### src/rtl/uart_pkg.sv
`default_nettype none
// ============================================================================
//  Module   : uart_pkg
//  Purpose  : Shared types and constants for the memory-mapped UART blocks.
//             Receive FSM state encoding, register offsets (addr[2]) and
//             STATUS register bit positions.
//  Revision : 1.0  initial release
// ============================================================================
package uart_pkg;

   typedef enum logic [2:0] {
      IDLE  = 3'd0,
      START = 3'd1,
      DATA  = 3'd2,
      STOP  = 3'd3,
      BREAK = 3'd4
   } rx_state_t;

   // Register select values (addr[2])
   localparam logic REG_DATA   = 1'b0;
   localparam logic REG_STATUS = 1'b1;

   // STATUS register bit positions
   localparam int ST_AVAIL     = 0;
   localparam int ST_OVR       = 1;
   localparam int ST_FERR      = 2;
   localparam int ST_COUNT_LSB = 8;

endpackage
`default_nettype wire

### src/rtl/uart_rx_sync_fifo.sv
`default_nettype none
// ============================================================================
//  Module   : sync_fifo
//  Purpose  : Single-clock first-word-fall-through FIFO. A push into a full
//             FIFO succeeds only when a pop happens in the same cycle; a pop
//             of an empty FIFO is ignored.
//  Ports    : clk, reset (sync, active-high)
//             push, din      write side
//             pop            read side (head is valid whenever empty=0)
//             full, empty    status levels
//             count          current occupancy, clog2(DEPTH)+1 bits
//             head           oldest entry
//  Revision : 1.0  initial release
// ============================================================================
module sync_fifo #(
   parameter int WIDTH = 8,
   parameter int DEPTH = 16
) (
   input  logic                     clk,
   input  logic                     reset,
   input  logic                     push,
   input  logic [WIDTH-1:0]         din,
   input  logic                     pop,
   output logic                     full,
   output logic                     empty,
   output logic [$clog2(DEPTH):0]   count,
   output logic [WIDTH-1:0]         head
);

   localparam int AW = $clog2(DEPTH);
   localparam logic [AW:0] C_DEPTH = (AW+1)'(DEPTH);

   logic [WIDTH-1:0] mem [DEPTH];
   logic [AW-1:0]    rd_ptr;
   logic [AW-1:0]    wr_ptr;
   logic [AW:0]      level;
   logic             do_push;
   logic             do_pop;

   assign empty   = (level == '0);
   assign full    = (level == C_DEPTH);
   assign do_pop  = pop & ~empty;
   // A simultaneous pop frees the slot, so a full FIFO still accepts the push.
   assign do_push = push & (~full | do_pop);
   assign count   = level;
   assign head    = mem[rd_ptr];

   always_ff @(posedge clk) begin
      if (reset) begin
         rd_ptr <= '0;
         wr_ptr <= '0;
         level  <= '0;
      end else begin
         if (do_push) wr_ptr <= wr_ptr + AW'(1);
         if (do_pop)  rd_ptr <= rd_ptr + AW'(1);
         case ({do_push, do_pop})
            2'b10:   level <= level + (AW+1)'(1);
            2'b01:   level <= level - (AW+1)'(1);
            default: level <= level;
         endcase
      end
   end

   // Storage carries no reset; only pointers and level define validity.
   always_ff @(posedge clk) begin
      if (do_push && !reset) mem[wr_ptr] <= din;
   end

endmodule
`default_nettype wire

### src/rtl/uart_rx.sv
`default_nettype none
// ============================================================================
//  Module   : uart_rx
//  Purpose  : Memory-mapped 8N1 UART receiver with receive FIFO.
//             DATA register (rs=0) pops the FIFO head; STATUS (rs=1) reports
//             {count[7:0], ferr, ovr, avail} and clears the sticky flags.
//  Ports    : clk, reset (sync, active-high)
//             rx        asynchronous serial input, idles high
//             cs        chip select, rs register select, we write strobe
//             dout      read data, valid while ready=1
//             ready     one-cycle bus acknowledge
//             rx_avail  FIFO not empty
//  Revision : 1.0  initial release
// ============================================================================
module uart_rx
   import uart_pkg::*;
#(
   parameter int CLKS_PER_BIT = 2604,
   parameter int FIFO_DEPTH   = 16
) (
   input  logic        clk,
   input  logic        reset,
   input  logic        rx,
   input  logic        cs,
   input  logic        rs,
   input  logic        we,
   output logic [31:0] dout,
   output logic        ready,
   output logic        rx_avail
);

   localparam int CW = $clog2(CLKS_PER_BIT);
   localparam int AW = $clog2(FIFO_DEPTH);
   localparam logic [CW-1:0] C_HALF_M1 = CW'(CLKS_PER_BIT / 2 - 1);
   localparam logic [CW-1:0] C_FULL_M1 = CW'(CLKS_PER_BIT - 1);

   // ------------------------------------------------------------------
   // Input synchronizer
   // ------------------------------------------------------------------
   logic rx_m;
   logic rx_s;

   always_ff @(posedge clk) begin
      if (reset) begin
         rx_m <= 1'b1;
         rx_s <= 1'b1;
      end else begin
         rx_m <= rx;
         rx_s <= rx_m;
      end
   end

   // ------------------------------------------------------------------
   // Receive FSM
   // ------------------------------------------------------------------
   rx_state_t   state, state_nxt;
   logic [CW-1:0] cnt, cnt_nxt;
   logic [2:0]  bit_idx, bit_nxt;
   logic [7:0]  shreg, shreg_nxt;
   logic        push_nxt;
   logic        ferr_set;
   logic        push_q;

   always_ff @(posedge clk) begin
      if (reset) begin
         state   <= IDLE;
         cnt     <= '0;
         bit_idx <= '0;
         shreg   <= '0;
         push_q  <= 1'b0;
      end else begin
         state   <= state_nxt;
         cnt     <= cnt_nxt;
         bit_idx <= bit_nxt;
         shreg   <= shreg_nxt;
         push_q  <= push_nxt;
      end
   end

   always_comb begin
      state_nxt = state;
      cnt_nxt   = cnt + CW'(1);
      bit_nxt   = bit_idx;
      shreg_nxt = shreg;
      push_nxt  = 1'b0;
      ferr_set  = 1'b0;
      case (state)
         IDLE: begin
            cnt_nxt = '0;
            if (!rx_s) state_nxt = START;
         end
         START: begin
            // Re-check the start bit half a bit in to reject glitches.
            if (cnt == C_HALF_M1) begin
               cnt_nxt = '0;
               if (!rx_s) begin
                  bit_nxt   = '0;
                  state_nxt = DATA;
               end else begin
                  state_nxt = IDLE;
               end
            end
         end
         DATA: begin
            if (cnt == C_FULL_M1) begin
               cnt_nxt   = '0;
               shreg_nxt = {rx_s, shreg[7:1]};
               bit_nxt   = bit_idx + 3'd1;
               if (bit_idx == 3'd7) state_nxt = STOP;
            end
         end
         STOP: begin
            if (cnt == C_FULL_M1) begin
               cnt_nxt = '0;
               if (rx_s) begin
                  push_nxt  = 1'b1;
                  state_nxt = IDLE;
               end else begin
                  ferr_set  = 1'b1;
                  state_nxt = BREAK;
               end
            end
         end
         BREAK: begin
            // Wait out a held-low line so it cannot spawn repeated frames.
            cnt_nxt = '0;
            if (rx_s) state_nxt = IDLE;
         end
         default: begin
            cnt_nxt   = '0;
            state_nxt = IDLE;
         end
      endcase
   end

   // ------------------------------------------------------------------
   // Receive FIFO
   // ------------------------------------------------------------------
   logic          fifo_full;
   logic          fifo_empty;
   logic [AW:0]   fifo_count;
   logic [7:0]    fifo_head;
   logic          fifo_pop;

   sync_fifo #(
      .WIDTH (8),
      .DEPTH (FIFO_DEPTH)
   ) u_fifo (
      .clk   (clk),
      .reset (reset),
      .push  (push_q),
      .din   (shreg),
      .pop   (fifo_pop),
      .full  (fifo_full),
      .empty (fifo_empty),
      .count (fifo_count),
      .head  (fifo_head)
   );

   assign rx_avail = ~fifo_empty;

   // ------------------------------------------------------------------
   // Bus register logic
   // ------------------------------------------------------------------
   logic        access;
   logic        rd_data;
   logic        rd_status;
   logic        ovr_set;
   logic        ovr;
   logic        ferr;
   logic [31:0] status_word;

   assign access    = cs & ~ready;
   assign rd_data   = access & ~we & (rs == REG_DATA);
   assign rd_status = access & ~we & (rs == REG_STATUS);
   assign fifo_pop  = rd_data & ~fifo_empty;
   // The byte is lost only if no pop frees a slot in the same cycle.
   assign ovr_set   = push_q & fifo_full & ~fifo_pop;

   always_comb begin
      status_word                           = '0;
      status_word[ST_AVAIL]                 = ~fifo_empty;
      status_word[ST_OVR]                   = ovr;
      status_word[ST_FERR]                  = ferr;
      status_word[ST_COUNT_LSB +: 8]        = 8'(fifo_count);
   end

   always_ff @(posedge clk) begin
      if (reset) begin
         ready <= 1'b0;
         dout  <= '0;
         ovr   <= 1'b0;
         ferr  <= 1'b0;
      end else begin
         ready <= access;
         if (access) begin
            if (rd_status)
               dout <= status_word;
            else if (rd_data && !fifo_empty)
               dout <= {24'h0, fifo_head};
            else
               dout <= '0;
         end
         // A flag raised in the same cycle as the clearing read survives.
         ovr  <= (ovr  & ~rd_status) | ovr_set;
         ferr <= (ferr & ~rd_status) | ferr_set;
      end
   end

endmodule
`default_nettype wire
### config.mk
export PLATFORM = sky130hd
export DESIGN_NAME = uart_rx
export DESIGN_NICKNAME = d
export VERILOG_FILES = /design/src/rtl/uart_pkg.sv /design/src/rtl/uart_rx_sync_fifo.sv /design/src/rtl/uart_rx.sv
export SDC_FILE = /design/constraint.sdc
export NUM_CORES = 1
export LEC_CHECK = 0
export ABC_AREA = 1
export CORE_MARGIN = 8
export CORE_UTILIZATION = 25
export DETAILED_ROUTE_END_ITERATION = 8
export GPL_TIMING_DRIVEN = 0
export PLACE_DENSITY = 0.49
export SYNTH_ARGS = -nofsm -noshare
export SYNTH_HDL_FRONTEND = slang
export SYNTH_SLANG_ARGS = --single-unit
### constraint.sdc
create_clock -name clk -period 4.62 [get_ports clk]
set_input_delay 0.693 -clock clk [delete_from_list [all_inputs] [get_ports clk]]
set_output_delay 0.693 -clock clk [all_outputs]
set_load 0.01 [all_outputs]
# Word level (Yosys, flattened, before mapping)
# Memory sizes are Yosys's and may differ from the RTL's. A register that Yosys moved wholly into a read port is not among the register bits.
# Index checks and enable logic that the tools add are counted.
[word_totals] word_cells=101 input_bits=6 latch_bits=0 ramBits=128 output_inout_bits=34 regBits=77 memories=1 rom_bits=0
[op_classes] n_div=0 n_reduce_logical=13 n_lt_le_gt_ge=0 shift=0 add_sub_neg=6 multipliers=0 n_eq_ne=17 mux=27 bitwise_logic=23
[mem_list] memory="u_fifo.mem" depth=16 width=8 read_ports=1 rd_ports_with_merged_regs=1 write_ports=1 line_no="uart_rx_sync_fifo.sv:33" text="logic [WIDTH-1:0] mem [DEPTH];"
[ops] cell="2-to-1 mux 3 bit" n=10
[ops] cell="2-to-1 mux 12 bit" n=2
[ops] cell="one-hot mux 12 bit (2 select lines)" n=1
[ops] cell="one-hot mux 3 bit (5 select lines)" n=1
[ops] cell="!= test 2 bit, second input constant" n=7
[ops] cell="2-to-1 mux 13 bit" n=1
[ops] cell="adder 12 x 1 -> 12 bit, second input constant" n=1
[ops] cell="== test 12 x 11 -> 1 bit, second input constant" n=1
[ops] cell="== test 12 bit, second input constant" n=1
[ops] cell="bitwise AND 1 bit" n=11
[ops] cell="one-hot mux 5 bit (2 select lines)" n=1
[ops] cell="NOT 1 bit" n=9
[ops] cell="adder 4 x 1 -> 4 bit, second input constant" n=2
[ops] cell="2-to-1 mux 4 bit" n=2
[ops] cell="2-to-1 mux 8 bit" n=1
[ops] cell="== test 3 x 2 -> 1 bit, second input constant" n=2
[ops] cell="== test 3 bit, second input constant" n=2
[ops] cell="2-to-1 mux 1 bit" n=6
[ops] cell="one-hot mux 3 bit (2 select lines)" n=1
[ops] cell="AND reduction 6 bit" n=1
[ops] cell="adder 5 x 1 -> 5 bit, second input constant" n=1
[ops] cell="== test 5 bit, second input constant" n=1
[ops] cell="logical NOT 5 bit" n=1
[ops] cell="subtractor 5 x 1 -> 5 bit, second input constant" n=1
[ops] cell="14 further kinds" n=19

# Logic depth before layout (Yosys ltp)
[logic_depth] ltp_word=11 mapped_depth=15 ltp_nobuf=15

# By module
# Synthesis repeated with hierarchy kept, for this count alone.
[hier_totals] cells_unflattened=820 hier_area_um2=8351.8
[by_module_without_submodules] module="sync_fifo" cells_each=540 area_each_um2=6179.7 n_inst=1 seq_area_each_um2=4184.0
[by_module_without_submodules] module="uart_rx" cells_each=280 area_each_um2=2172.1 n_inst=1 seq_area_each_um2=900.9

# Worst setup path before layout
# No wires, ideal clock.
[synth_timing] kind="input-to-reg" start="input port we" end="memory u_fifo.mem[0][0], enable pin" setup_ns=0.383 t_required_ns=4.237 t_arrival_ns=2.116 cell_stages=9 path_buffers=0 slack_ns=2.121 cell_sequence="inv_1 > nand3_1 > nor2_4 > nand2_4 > nand2_1 > nand2_1 > nor2_1 > inv_1 > nor3_1"
[synth_between] elab_chain_cells=10
[synth_lines] element="from (decl)" line_no="uart_rx.sv:26" text="input logic we,"
[synth_lines] element="NOT 1 bit" line_no="uart_rx.sv:174" text="assign rd_data = access & ~we & (rs == REG_DATA);"
[synth_lines] element="bitwise AND 1 bit (2 in series)" line_no="uart_rx.sv:174"
[synth_lines] element="bitwise AND 1 bit" line_no="uart_rx.sv:176" text="assign fifo_pop = rd_data & ~fifo_empty;"
[synth_lines] element="bitwise AND 1 bit" line_no="uart_rx_sync_fifo.sv:42" text="assign do_pop = pop & ~empty;"
[synth_lines] element="OR 1 bit" line_no="uart_rx_sync_fifo.sv:44" text="assign do_push = push & (~full | do_pop);"
[synth_lines] element="bitwise AND 1 bit" line_no="uart_rx_sync_fifo.sv:44"
[synth_lines] element="logical AND 1 bit" line_no="uart_rx_sync_fifo.sv:66" text="if (do_push && !reset) mem[wr_ptr] <= din;"
[synth_lines] element="2-to-1 mux 1 bit" line_no="uart_rx_sync_fifo.sv:66"
[synth_lines] element="2-to-1 mux 1 bit (implied by the code)" line_no="uart_rx_sync_fifo.sv:66"
[synth_lines] element="to (decl)" line_no="uart_rx_sync_fifo.sv:33"
# Every way passes these cells.

# Worst setup path after layout
[layout_timing] start="input port we" end="memory u_fifo.mem[7][0], enable pin"
# Same word-level chain as after synthesis.

==> impl_metrics.toml <==
[final_layout]
nets = 856
n_fill_cell = 3244
antenna_cells = 0
syn_to_final_growth_pct = 16.8
drive_above_1_share_pct = 10.9
finalInstanceArea_sq_um = 9420

[clock_tree]
cts_resized = 0
clk_pin_slew_ps = 70
postCtsSetupBuffers = 0
cts_root_buffer = "clkbuf_16"
clk_path_buf_depth = 2
cts_buffers = 17
ctsHoldBuffers = 0
worst_skew_pair.late_latency_ps = 430
htree_levels = 4
tritoncts = "done"
cts.sinks = 190

[critical_path]
r2r-start = "u_fifo.count[0]"
arrival_ps = 3070
start_kind = "input pin"
rr_worst_depth = 6
startpoint = "we"
critPathCaptureType = "register"
reg2reg_slack_ps = 1920
required_ps = 4660
worstSetupPathType = "in -> reg"
crit_fanout = 8
timing.rr.end = "u_fifo.mem[7][0]"

[place]
dpl_cell_area_sq_um = 8850
dpl.hpwl_microns = 14800
port_buffers = 20
gp_congestion = 0.810
dp_slack_ps = 906

[synth]
ys_warn_count = 0
synth-edff-count = 128
ys_ff_latch = 190
avgSynthCellArea_sq_um = 10.3
synthCells = 783
synth_area_leaders = "edfxtp_1, dfxtp_1, nor2_1, o21ai_0, nand2_1"
synthArstFlopShare_pct = 0
synthFlopType = "edfxtp_1"
ys_seq_area_share_pct = 63.1
synth_top_area_share_pct = 47.7
yosysMostFrequentCell = "nor2_1"
syn_area_sq_um = 8060
netlist_top_cells_count = "nor2_1, edfxtp_1, o21ai_0"
synth.largest_area_cell = "edfxtp_1"
yosysUniqueCellTypes = 43

[sta]
setup-tns-final_ps = 0
worst_pin_slew_ps = 1250
setup_ws_ps = 1600
slew_violations = 0
hold_viol_final = 0
period_share_pct = 65.5
rsz0062_at_grt = "no"
setup_viol = 0
fin_crit_ps = 3020
fmax_mhz = 331
finClkSkew_ps = 7.93
slew_headroom_pct = 15.9

[floorplanning]
fp.dieH_microns = 196
rows = 65
io_pins = 40
die_area_sq_um = 38300
start_util_pct = 25.5
coreArea_sq_um = 31600
die_w_microns = 196

[power_and_ir_drop]
fin_total_pwr_uw = 3370
power_frac_comb_pct = 4.4
leakage_uw = 0.00287
ir_worst_vdd_mv = 0.165
pwr_density_cell_nw_per_um2 = 358
p_seq_share_pct = 53.6
switching_share_pct = 21.7
p_sw_uw = 732
p_clk_share_pct = 42.0
p_int_uw = 2640

[route]
totalWireLength_microns = 21900
via_per_inst = 4.51
vias = 5658
wire_per_inst_microns = 17.4
ant_nets = 0
drcViolationCount = 0
first_pass_iters = 4
drtIter0Drc = 387

[grt]
grt_usage_pct = 11.6
grt_pass1_vias = 5509
antenna_found_initial = 0
grt_first_pass_wirelength_microns = 33600
grt_max_degree = 19
grt-ovfl-total = 0

[min_path]
min_path_cells = 1
hold_class = "reg -> reg"
whs_endpoint = "rx_s"
worstHoldStart = "rx_m"

[status]
status = "complete, no violations"

[run]
cap_violations = 0
==> area by class of cell <==
type | count | area [sq um] | share of cell area [%]
Sequential cell | 190 | 5080 | 54.0
Tap cell | 402 | 503 | 5.34
Clock buffer | 19 | 433 | 4.59
Timing Repair Buffer | 20 | 200 | 2.12
Buffer | 50 | 299 | 3.17
Inverter | 63 | 239 | 2.54
Clock inverter | 13 | 124 | 1.31
Multi-Input combinational cell | 498 | 2540 | 26.9
==> kinds of logic (layout without fill, tap and decap cells) <==
logic type | Yosys count | after routing | share of synthesized area, %
AOI/OAI and AO/OA | 174 | 174 | 12.1
xor gates and xnor gates | 8 | 8 | 0.869
adders and majority gates | 10 | 10 | 1.55
buffers and inverters | 113 | 165 | 6.67
DFF | 190 | 190 | 63.1
other | 1 | 19 | 0.0465
and+or+nand+nor | 287 | 287 | 15.7
==> worst max-delay path by stage <==
stage / endpoint / slack (ps) / cells past startpoint
3_3_place_gp: u_fifo.mem[15][7] / 860 / 8
4_1_cts: u_fifo.mem[4][4] / 1350 / 10
6_report: u_fifo.mem[7][0] / 1600 / 8
5_1_grt: u_fifo.mem[7][0] / 1380 / 8
3_5_place_dp: u_fifo.mem[4][3] / 910 / 10
2_1_floorplan: u_fifo.mem[0][0] / 2120 / 9
==> placed cells by master, fill, tap and decap left out, types with 3 or more instances in the layout <==
| master | Yosys | routed |
|---|---|---|
| nor2_1 | 133 | 133 |
| edfxtp_1 | 128 | 128 |
| o21ai_0 | 92 | 92 |
| nand2_1 | 85 | 85 |
| dfxtp_1 | 62 | 62 |
| inv_1 | 61 | 61 |
| a21oi_1 | 33 | 33 |
| nand3_1 | 26 | 26 |
| buf_4 | 23 | 23 |
| o211ai_1 | 21 | 21 |
| clkdlybuf4s50_1 | 0 | 20 |
| conb_1 | 1 | 19 |
| clkbuf_16 | 0 | 17 |
| clkbuf_1 | 13 | 15 |
| o22ai_1 | 12 | 12 |
| buf_2 | 11 | 11 |
| ha_1 | 10 | 10 |
| nor3_1 | 15 | 9 |
| nor3_2 | 1 | 7 |
| xor2_1 | 6 | 6 |
| clkinv_1 | 1 | 5 |
| nand4_1 | 4 | 4 |
| nand2_2 | 4 | 4 |
| o221ai_1 | 4 | 4 |
| clkinvlp_4 | 0 | 4 |
| a21oi_2 | 3 | 3 |
| o21ai_1 | 3 | 3 |
| nor4_1 | 3 | 3 |
| or2_2 | 3 | 3 |
==> critical path, stage by stage <==
cell and delay, ps:
clkdlybuf4s50_1 400, inv_1 80, nand3_1 150, nor2_4 220, nand2_4 100, a21oi_2 200
nand2_1 210, nor3_1 1000
==> through the flow <==
step	util, %	hold slack (ps)	std cells
after global placement	27.9	392	1223
after floorplan	-	389	801
after detailed placement	28.0	393	1223
after CTS	29.7	418	1255
final	29.8	413	1255
after global routing	29.8	438	1255
==> per-layer routing <==
layer / wire length (microns) / up-vias / track usage [%]
li1: - / 2783 / -
met1: 9990 / 2691 / 15.2
met2: 10300 / 156 / 18.7
met3: 1130 / 28 / 2.37
met4: 467 / 0 / 4.44
met5: 0 / - / 0
==> state kept, by name, indices dropped and copies added (netlist names), 3 cells and up, named ones only <==
| register | count |
|---|---|
| u_fifo.mem | 128 |
| dout | 13 |
| cnt | 12 |
| shreg | 8 |
| u_fifo.count | 5 |
| u_fifo.rd_ptr | 4 |
| u_fifo.wr_ptr | 4 |
| bit_idx | 3 |
| state | 3 |
==> power groups by stage <==
| stage | Clock (uW) | Combinational (uW) | Sequential (uW) |
|---|---|---|---|
| floorplan | 0 | 114 | 1840 |
| global placement | 0 | 149 | 1850 |
| detailed placement | 0 | 148 | 1850 |
| CTS | 1440 | 148 | 1810 |
| global route | 1510 | 171 | 1810 |
| finish | 1420 | 149 | 1810 |
Power figures use the tool's default switching activity.
